[src/rtl/unidade_controle_if.sv]
// unidade_controle_if
//   Control/status bundle between the game sequencer (unidade_controle) and
//   the ultimate tic-tac-toe datapath (fluxo_dados).
//
//   Requests/status (into the sequencer):
//     iniciar, tem_jogada, macro_vencida, micro_jogada, fim_jogo, fimT
//   Controls (out of the sequencer):
//     zeraEdge, zeraR_micro, zeraR_macro, zeraFlipFlopT, zeraRAM, zeraT,
//     registraR_micro, registraR_macro, sinal_macro, sinal_valida_macro,
//     troca_jogador, we_board, we_board_state, contaT, pronto, db_estado[4:0]
//
//   master : sequencer side (drives controls, reads status)
//   slave  : datapath/stimulus side (drives status, reads controls)
interface unidade_controle_if;

   logic       iniciar;
   logic       tem_jogada;
   logic       macro_vencida;
   logic       micro_jogada;
   logic       fim_jogo;
   logic       fimT;

   logic       zeraEdge;
   logic       zeraR_micro;
   logic       zeraR_macro;
   logic       zeraFlipFlopT;
   logic       zeraRAM;
   logic       zeraT;
   logic       registraR_micro;
   logic       registraR_macro;
   logic       sinal_macro;
   logic       sinal_valida_macro;
   logic       troca_jogador;
   logic       we_board;
   logic       we_board_state;
   logic       contaT;
   logic       pronto;
   logic [4:0] db_estado;

   modport master (
      input  iniciar, tem_jogada, macro_vencida, micro_jogada, fim_jogo, fimT,
      output zeraEdge, zeraR_micro, zeraR_macro, zeraFlipFlopT, zeraRAM, zeraT,
             registraR_micro, registraR_macro, sinal_macro, sinal_valida_macro,
             troca_jogador, we_board, we_board_state, contaT, pronto, db_estado
   );

   modport slave (
      output iniciar, tem_jogada, macro_vencida, micro_jogada, fim_jogo, fimT,
      input  zeraEdge, zeraR_micro, zeraR_macro, zeraFlipFlopT, zeraRAM, zeraT,
             registraR_micro, registraR_macro, sinal_macro, sinal_valida_macro,
             troca_jogador, we_board, we_board_state, contaT, pronto, db_estado
   );

endinterface

[src/rtl/unidade_controle.sv]
// unidade_controle
//   Moore sequencer for one game of ultimate tic-tac-toe. Walks the datapath
//   through macro selection (manual or inherited from the previous micro),
//   micro validation, board / board-state writes with a timer wait, win check
//   and player swap. Every output is a pure decode of the state register.
//
//   Ports:
//     clock : system clock, rising edge
//     reset : asynchronous, active-low; forces inicial immediately
//     bus   : unidade_controle_if.master (status in, controls out)
//
//   code | state            | meaning
//   -----+------------------+-----------------------------------------------
//    00  | inicial          | idle after reset, waits for iniciar
//    01  | preparacao       | clear edge det, registers, flip-flop, RAMs, timer
//    02  | espera_macro     | player picks any macro cell
//    03  | registra_macro   | load macro register from botoes
//    04  | valida_macro     | reject an already decided macro
//    05  | espera_micro     | player picks a micro cell
//    06  | registra_micro   | load micro register
//    07  | valida_micro     | reject an occupied micro
//    08  | escreve_board    | write the move to the board RAM
//    09  | espera_board     | let the timer run until fimT
//    0A  | escreve_state    | write the macro result to board-state RAM
//    0B  | verifica_fim     | game decided -> fim
//    0C  | troca            | swap players
//    0D  | verifica_proxima | is the macro named by the last micro decided?
//    0E  | proxima_livre    | yes: clear registers, next player picks freely
//    0F  | fim              | game over, waits for iniciar
//    10  | registra_auto    | no: macro register takes the previous micro
//    11  | limpa_micro      | clear micro register, go pick a micro
module unidade_controle (
   input  logic                  clock,
   input  logic                  reset,
   unidade_controle_if.master    bus
);

   typedef enum logic [4:0] {
      S_INICIAL          = 5'h00,
      S_PREPARACAO       = 5'h01,
      S_ESPERA_MACRO     = 5'h02,
      S_REGISTRA_MACRO   = 5'h03,
      S_VALIDA_MACRO     = 5'h04,
      S_ESPERA_MICRO     = 5'h05,
      S_REGISTRA_MICRO   = 5'h06,
      S_VALIDA_MICRO     = 5'h07,
      S_ESCREVE_BOARD    = 5'h08,
      S_ESPERA_BOARD     = 5'h09,
      S_ESCREVE_STATE    = 5'h0A,
      S_VERIFICA_FIM     = 5'h0B,
      S_TROCA            = 5'h0C,
      S_VERIFICA_PROXIMA = 5'h0D,
      S_PROXIMA_LIVRE    = 5'h0E,
      S_FIM              = 5'h0F,
      S_REGISTRA_AUTO    = 5'h10,
      S_LIMPA_MICRO      = 5'h11
   } estado_t;

   estado_t estado_q;
   estado_t estado_d;

   always_ff @(posedge clock or negedge reset) begin
      if (!reset) begin
         estado_q <= S_INICIAL;
      end else begin
         estado_q <= estado_d;
      end
   end

   // Next state. tem_jogada is only looked at in the two wait states and
   // iniciar only in inicial/fim, so stray pulses elsewhere fall through.
   always_comb begin
      estado_d = estado_q;
      case (estado_q)
         S_INICIAL:          if (bus.iniciar) estado_d = S_PREPARACAO;
         S_PREPARACAO:       estado_d = S_ESPERA_MACRO;
         S_ESPERA_MACRO:     if (bus.tem_jogada) estado_d = S_REGISTRA_MACRO;
         S_REGISTRA_MACRO:   estado_d = S_VALIDA_MACRO;
         S_VALIDA_MACRO:     estado_d = bus.macro_vencida ? S_ESPERA_MACRO
                                                          : S_ESPERA_MICRO;
         S_ESPERA_MICRO:     if (bus.tem_jogada) estado_d = S_REGISTRA_MICRO;
         S_REGISTRA_MICRO:   estado_d = S_VALIDA_MICRO;
         S_VALIDA_MICRO:     estado_d = bus.micro_jogada ? S_ESPERA_MICRO
                                                         : S_ESCREVE_BOARD;
         S_ESCREVE_BOARD:    estado_d = S_ESPERA_BOARD;
         S_ESPERA_BOARD:     if (bus.fimT) estado_d = S_ESCREVE_STATE;
         S_ESCREVE_STATE:    estado_d = S_VERIFICA_FIM;
         S_VERIFICA_FIM:     estado_d = bus.fim_jogo ? S_FIM : S_TROCA;
         S_TROCA:            estado_d = S_VERIFICA_PROXIMA;
         // Here the board-state RAM is addressed by micro, so macro_vencida
         // tells whether the macro the opponent was sent to is still open.
         S_VERIFICA_PROXIMA: estado_d = bus.macro_vencida ? S_PROXIMA_LIVRE
                                                          : S_REGISTRA_AUTO;
         S_PROXIMA_LIVRE:    estado_d = S_ESPERA_MACRO;
         S_REGISTRA_AUTO:    estado_d = S_LIMPA_MICRO;
         S_LIMPA_MICRO:      estado_d = S_ESPERA_MICRO;
         S_FIM:              if (bus.iniciar) estado_d = S_PREPARACAO;
         default:            estado_d = S_INICIAL;
      endcase
   end

   // Output decode.
   always_comb begin
      bus.zeraEdge           = 1'b0;
      bus.zeraR_micro        = 1'b0;
      bus.zeraR_macro        = 1'b0;
      bus.zeraFlipFlopT      = 1'b0;
      bus.zeraRAM            = 1'b0;
      bus.zeraT              = 1'b0;
      bus.registraR_micro    = 1'b0;
      bus.registraR_macro    = 1'b0;
      bus.sinal_macro        = 1'b0;
      bus.sinal_valida_macro = 1'b0;
      bus.troca_jogador      = 1'b0;
      bus.we_board           = 1'b0;
      bus.we_board_state     = 1'b0;
      bus.contaT             = 1'b0;
      bus.pronto             = 1'b0;
      case (estado_q)
         S_PREPARACAO: begin
            bus.zeraEdge      = 1'b1;
            bus.zeraR_micro   = 1'b1;
            bus.zeraR_macro   = 1'b1;
            bus.zeraFlipFlopT = 1'b1;
            bus.zeraRAM       = 1'b1;
            bus.zeraT         = 1'b1;
         end
         S_ESPERA_MACRO: begin
            bus.sinal_macro        = 1'b1;
            bus.sinal_valida_macro = 1'b1;
            bus.zeraT              = 1'b1;
         end
         S_REGISTRA_MACRO: begin
            bus.sinal_macro        = 1'b1;
            bus.registraR_macro    = 1'b1;
            bus.sinal_valida_macro = 1'b1;
         end
         S_VALIDA_MACRO: begin
            bus.sinal_valida_macro = 1'b1;
         end
         S_ESPERA_MICRO: begin
            bus.sinal_valida_macro = 1'b1;
            bus.zeraT              = 1'b1;
         end
         S_REGISTRA_MICRO: begin
            bus.registraR_micro    = 1'b1;
            bus.sinal_valida_macro = 1'b1;
         end
         S_VALIDA_MICRO: begin
            bus.sinal_valida_macro = 1'b1;
         end
         S_ESCREVE_BOARD: begin
            bus.we_board           = 1'b1;
            bus.sinal_valida_macro = 1'b1;
         end
         S_ESPERA_BOARD: begin
            bus.contaT             = 1'b1;
            bus.sinal_valida_macro = 1'b1;
         end
         S_ESCREVE_STATE: begin
            bus.we_board_state     = 1'b1;
            bus.sinal_valida_macro = 1'b1;
            bus.zeraT              = 1'b1;
         end
         S_VERIFICA_FIM: begin
            bus.sinal_valida_macro = 1'b1;
         end
         S_TROCA: begin
            bus.troca_jogador = 1'b1;
         end
         S_PROXIMA_LIVRE: begin
            bus.zeraR_macro = 1'b1;
            bus.zeraR_micro = 1'b1;
         end
         // sinal_macro stays 0 so the macro register loads the micro value.
         S_REGISTRA_AUTO: begin
            bus.registraR_macro = 1'b1;
         end
         S_LIMPA_MICRO: begin
            bus.zeraR_micro        = 1'b1;
            bus.sinal_valida_macro = 1'b1;
         end
         S_FIM: begin
            bus.pronto = 1'b1;
         end
         default: ;
      endcase
   end

   assign bus.db_estado = estado_q;

endmodule

[src/flat_wrapper.sv]
// flat-port wrapper written by rule: the top's interface ports become plain ports
module unidade_controle_flat 
  (clock, reset, bus_iniciar, bus_tem_jogada, bus_macro_vencida, bus_micro_jogada, bus_fim_jogo, bus_fimT, bus_zeraEdge, bus_zeraR_micro, bus_zeraR_macro, bus_zeraFlipFlopT, bus_zeraRAM, bus_zeraT, bus_registraR_micro, bus_registraR_macro, bus_sinal_macro, bus_sinal_valida_macro, bus_troca_jogador, bus_we_board, bus_we_board_state, bus_contaT, bus_pronto, bus_db_estado);
  unidade_controle_if bus_i ();
  input  logic clock;
  input  logic reset;
  input wire logic [$bits(bus_i.iniciar)-1:0] bus_iniciar;
  input wire logic [$bits(bus_i.tem_jogada)-1:0] bus_tem_jogada;
  input wire logic [$bits(bus_i.macro_vencida)-1:0] bus_macro_vencida;
  input wire logic [$bits(bus_i.micro_jogada)-1:0] bus_micro_jogada;
  input wire logic [$bits(bus_i.fim_jogo)-1:0] bus_fim_jogo;
  input wire logic [$bits(bus_i.fimT)-1:0] bus_fimT;
  output wire logic [$bits(bus_i.zeraEdge)-1:0] bus_zeraEdge;
  output wire logic [$bits(bus_i.zeraR_micro)-1:0] bus_zeraR_micro;
  output wire logic [$bits(bus_i.zeraR_macro)-1:0] bus_zeraR_macro;
  output wire logic [$bits(bus_i.zeraFlipFlopT)-1:0] bus_zeraFlipFlopT;
  output wire logic [$bits(bus_i.zeraRAM)-1:0] bus_zeraRAM;
  output wire logic [$bits(bus_i.zeraT)-1:0] bus_zeraT;
  output wire logic [$bits(bus_i.registraR_micro)-1:0] bus_registraR_micro;
  output wire logic [$bits(bus_i.registraR_macro)-1:0] bus_registraR_macro;
  output wire logic [$bits(bus_i.sinal_macro)-1:0] bus_sinal_macro;
  output wire logic [$bits(bus_i.sinal_valida_macro)-1:0] bus_sinal_valida_macro;
  output wire logic [$bits(bus_i.troca_jogador)-1:0] bus_troca_jogador;
  output wire logic [$bits(bus_i.we_board)-1:0] bus_we_board;
  output wire logic [$bits(bus_i.we_board_state)-1:0] bus_we_board_state;
  output wire logic [$bits(bus_i.contaT)-1:0] bus_contaT;
  output wire logic [$bits(bus_i.pronto)-1:0] bus_pronto;
  output wire logic [$bits(bus_i.db_estado)-1:0] bus_db_estado;
  assign bus_i.iniciar = bus_iniciar;
  assign bus_i.tem_jogada = bus_tem_jogada;
  assign bus_i.macro_vencida = bus_macro_vencida;
  assign bus_i.micro_jogada = bus_micro_jogada;
  assign bus_i.fim_jogo = bus_fim_jogo;
  assign bus_i.fimT = bus_fimT;
  assign bus_zeraEdge = bus_i.zeraEdge;
  assign bus_zeraR_micro = bus_i.zeraR_micro;
  assign bus_zeraR_macro = bus_i.zeraR_macro;
  assign bus_zeraFlipFlopT = bus_i.zeraFlipFlopT;
  assign bus_zeraRAM = bus_i.zeraRAM;
  assign bus_zeraT = bus_i.zeraT;
  assign bus_registraR_micro = bus_i.registraR_micro;
  assign bus_registraR_macro = bus_i.registraR_macro;
  assign bus_sinal_macro = bus_i.sinal_macro;
  assign bus_sinal_valida_macro = bus_i.sinal_valida_macro;
  assign bus_troca_jogador = bus_i.troca_jogador;
  assign bus_we_board = bus_i.we_board;
  assign bus_we_board_state = bus_i.we_board_state;
  assign bus_contaT = bus_i.contaT;
  assign bus_pronto = bus_i.pronto;
  assign bus_db_estado = bus_i.db_estado;
  unidade_controle u_core (.clock(clock), .reset(reset), .bus(bus_i));
endmodule
[config.mk]
export PLATFORM = sky130hd
export DESIGN_NAME = unidade_controle_flat
export DESIGN_NICKNAME = d
export VERILOG_FILES = /design/src/rtl/unidade_controle_if.sv /design/src/rtl/unidade_controle.sv /design/src/flat_wrapper.sv
export SDC_FILE = /design/constraint.sdc
export NUM_CORES = 1
export LEC_CHECK = 0
export BUFFER_PORTS_ARGS = -buffer_cell sky130_fd_sc_hd__buf_2
export CAP_MARGIN = 0
export CORE_ASPECT_RATIO = 0.5
export CORE_MARGIN = 2
export CORE_UTILIZATION = 25
export DETAILED_ROUTE_END_ITERATION = 12
export PLACE_DENSITY_LB_ADDON = 0.3
export SYNTH_ARGS = -nofsm -noshare
export SYNTH_HDL_FRONTEND = slang
export SYNTH_SLANG_ARGS = --single-unit
[constraint.sdc]
create_clock -name clock -period 3.37 [get_ports clock]
set_clock_uncertainty 0.15 [all_clocks]
set_input_delay 0.1685 -clock clock [delete_from_list [all_inputs] [get_ports clock]]
set_output_delay 0.1685 -clock clock [all_outputs]
set_load 0.02 [all_outputs]
==> impl_metrics.env <==
export IMPL_start_util=0.261
export IMPL_synth_cells=97
export IMPL_max_cap_violations=0
export IMPL_clkLatencyLatePin_ns=0.22
export IMPL_drv_slew=0
export IMPL_synth_flop_cell="dfrtp_1"
export IMPL_cts_tree="done"
export IMPL_yosysSeqAreaShare=0.186
export IMPL_htree_levels=1
export IMPL_cp_startpoint="u_core.bus.db_estado[1]"
export IMPL_setup_violations=0
export IMPL_r2r_start="u_core.bus.db_estado[1]"
export IMPL_period_needed_ns=2.16
export IMPL_row_count=13
export IMPL_viasPerCell=5.03
export IMPL_cts_root_buf="clkbuf_8"
export IMPL_wl_per_cell_microns=13.2
export IMPL_largest_register_ffs=5
export IMPL_gp_congestion=0.766
export IMPL_relSlewSlack=0.491
export IMPL_synth_edff_count=0
export IMPL_fin_crit_sh=0.641
export IMPL_core_area_sq_um=2590
export IMPL_synth_top_cell_by_area="dfrtp_1"
export IMPL_clock_sinks=5
export IMPL_grt_max_degree=26
export IMPL_grtUsageTotal=0.132
export IMPL_layout_nets=127
export IMPL_drc_errors=0
export IMPL_rr_endpoint="u_core.bus.db_estado[2]"
export IMPL_crit_path_cell_trace="nand2_1, nor3_1, buf_2"
export IMPL_reg2reg_slack_ns=1.35
export IMPL_start_kind="flip-flop"
export IMPL_clock_fmax_ghz=0.463
export IMPL_dieHeight_microns=40.7
export IMPL_synth_area_leaders="dfrtp_1, nor2_1, a22o_1, nand2_1, a21oi_1"
export IMPL_synth_net_count=105
export IMPL_dp_cells=150
export IMPL_yosys_cell_count_top_type="nor2_1"
export IMPL_async_flop_share=1.00
export IMPL_end_kind="output port"
export IMPL_syn_avg_cell_area_sq_um=6.95
export IMPL_cpPeakStageDelay_ns=0.74
export IMPL_port_buffers=27
export IMPL_path_clk_slew_ns=0.04
export IMPL_p_leak_nw=0.404
export IMPL_post_cts_setup_buffer_count=0
export IMPL_required_ns=3.05
export IMPL_drive_gt1_frac=0.322
export IMPL_yosys_warnings=0
export IMPL_cp_arrival_ns=1.84
export IMPL_ir_worst_vdd_mv=0.203
export IMPL_place_hpwl_mm=1.45
export IMPL_grt_pass1_wl_mm=3.26
export IMPL_syn2layout_area_growth_pct=26.7
export IMPL_reg2reg_depth=5
export IMPL_crit_path_end="bus_pronto"
export IMPL_cts_resized=0
export IMPL_p_per_area_nw_per_um2=1120
export IMPL_die_area_sq_um=3150
export IMPL_finalSetupTns_ns=0
export IMPL_grt_pass1_vias=665
export IMPL_n_antenna_cell=0
export IMPL_overflow=0
export IMPL_via_count=780
export IMPL_tightest_slew_ns=0.763
export IMPL_rsz0062_at_grt="no"
export IMPL_status="completed"
export IMPL_wirelength_mm=2.05
export IMPL_detail_route_antenna_nets=0
export IMPL_crit_path_top_delay_cell="dfrtp_1"
export IMPL_hp_class="input pin to asynchronous set/reset pin"
export IMPL_ys_top_cells_by_count="nor2_1, nand2_1"
export IMPL_drt_first_pass_iters=4
export IMPL_hold_viol_final=0
export IMPL_synth_cell_type_count=37
export IMPL_fin_cells=155
export IMPL_ctsHoldBuffers=1
export IMPL_cts_path_max_buffers=2
export IMPL_ios=28
export IMPL_dieWidth_microns=77.5
export IMPL_yosys_register_bits=5
export IMPL_synth_top_area_share=0.186
export IMPL_netlist_area_sq_um=674
export IMPL_cts_buffers=3
export IMPL_cp_max_fo=19
export IMPL_antenna_found_initial=0
export IMPL_crit_type="flip-flop to output port"
export IMPL_drt_iter0_drc=66
-- critical path: cells and delay by family (launching register included) --
kind | cells | cell delay (ns)
flops | 1 | 0.74
simple gates | 2 | 0.66
buf+inv | 1 | 0.22
-- layer usage --
metal / routed length, microns / GRT usage / part of all wire / vias to the layer above
li1: - / - / - / 397
met1: 1080 / 0.198 / 0.53 / 370
met2: 933 / 0.207 / 0.46 / 11
met3: 20 / 0.00661 / 0.0098 / 2
met4: 15 / 0.0402 / 0.0073 / 0
met5: 0 / 0 / 0 / -
-- stage by stage --
step	hold WS, ns	cell area, sq um	worst slack [ns]	total power, mW	util
finish	0.153	855	1.21	0.953	0.330
global route	0.181	855	1.08	1.03	0.330
CTS	0.154	855	1.22	0.953	0.330
detailed placement	-0.164	800	1.37	0.840	0.309
global placement	-0.163	800	1.37	0.843	0.309
floorplan	-0.277	674	1.22	0.697	-
-- area by class of cell --
cell class              count  area (sq um)
clock buffers               4          45.0
fillers                   293          1730
inverters                   2          7.51
multi-input cells          79           485
flip-flops and latches      5           125
well taps                  37          46.3
repair buffers             28           145
-- cells by family (layout without fill, tap and decap cells) --
| group | count (synthesis) | after routing | share of synthesized area |
|---|---|---|---|
| AOI/OAI and AO/OA | 29 | 29 | 0.340 |
| buffers and inverters | 13 | 34 | 0.0946 |
| DFF | 5 | 5 | 0.186 |
| and+or+nand+nor | 50 | 50 | 0.380 |
-- report_power, final --
group / internal, mW / total, mW / switching, mW
registers: 0.0840 / 0.197 / 0.113
clock network: 0.0811 / 0.109 / 0.0282
logic: 0.266 / 0.646 / 0.381
-- cell usage in the layout (no fill, tap or decap), types with 2 or more instances in the layout --
| master | instances |
|---|---|
| buf_2 | 27 |
| nor2_1 | 22 |
| nand2_1 | 7 |
| o21ai_0 | 5 |
| a21oi_1 | 5 |
| dfrtp_1 | 5 |
| nor3_1 | 4 |
| a22o_1 | 4 |
| nand2b_1 | 3 |
| clkbuf_8 | 3 |
| o22a_1 | 2 |
| o32ai_1 | 2 |
| nor2b_1 | 2 |
| a31oi_1 | 2 |
| nand3b_1 | 2 |
-- worst min-delay path by stage --
stage                from                       to  slack [ns]  depth (start not counted)
floorplan           reset  u_core.bus.db_estado[0]       -0.28                          0
global placement    reset  u_core.bus.db_estado[0]       -0.16                          1
detailed placement  reset  u_core.bus.db_estado[0]       -0.16                          1
CTS                 reset  u_core.bus.db_estado[0]        0.15                          2
global route        reset  u_core.bus.db_estado[0]        0.18                          2
finish              reset  u_core.bus.db_estado[4]        0.15                          2
Power figures use the tool's default switching activity.
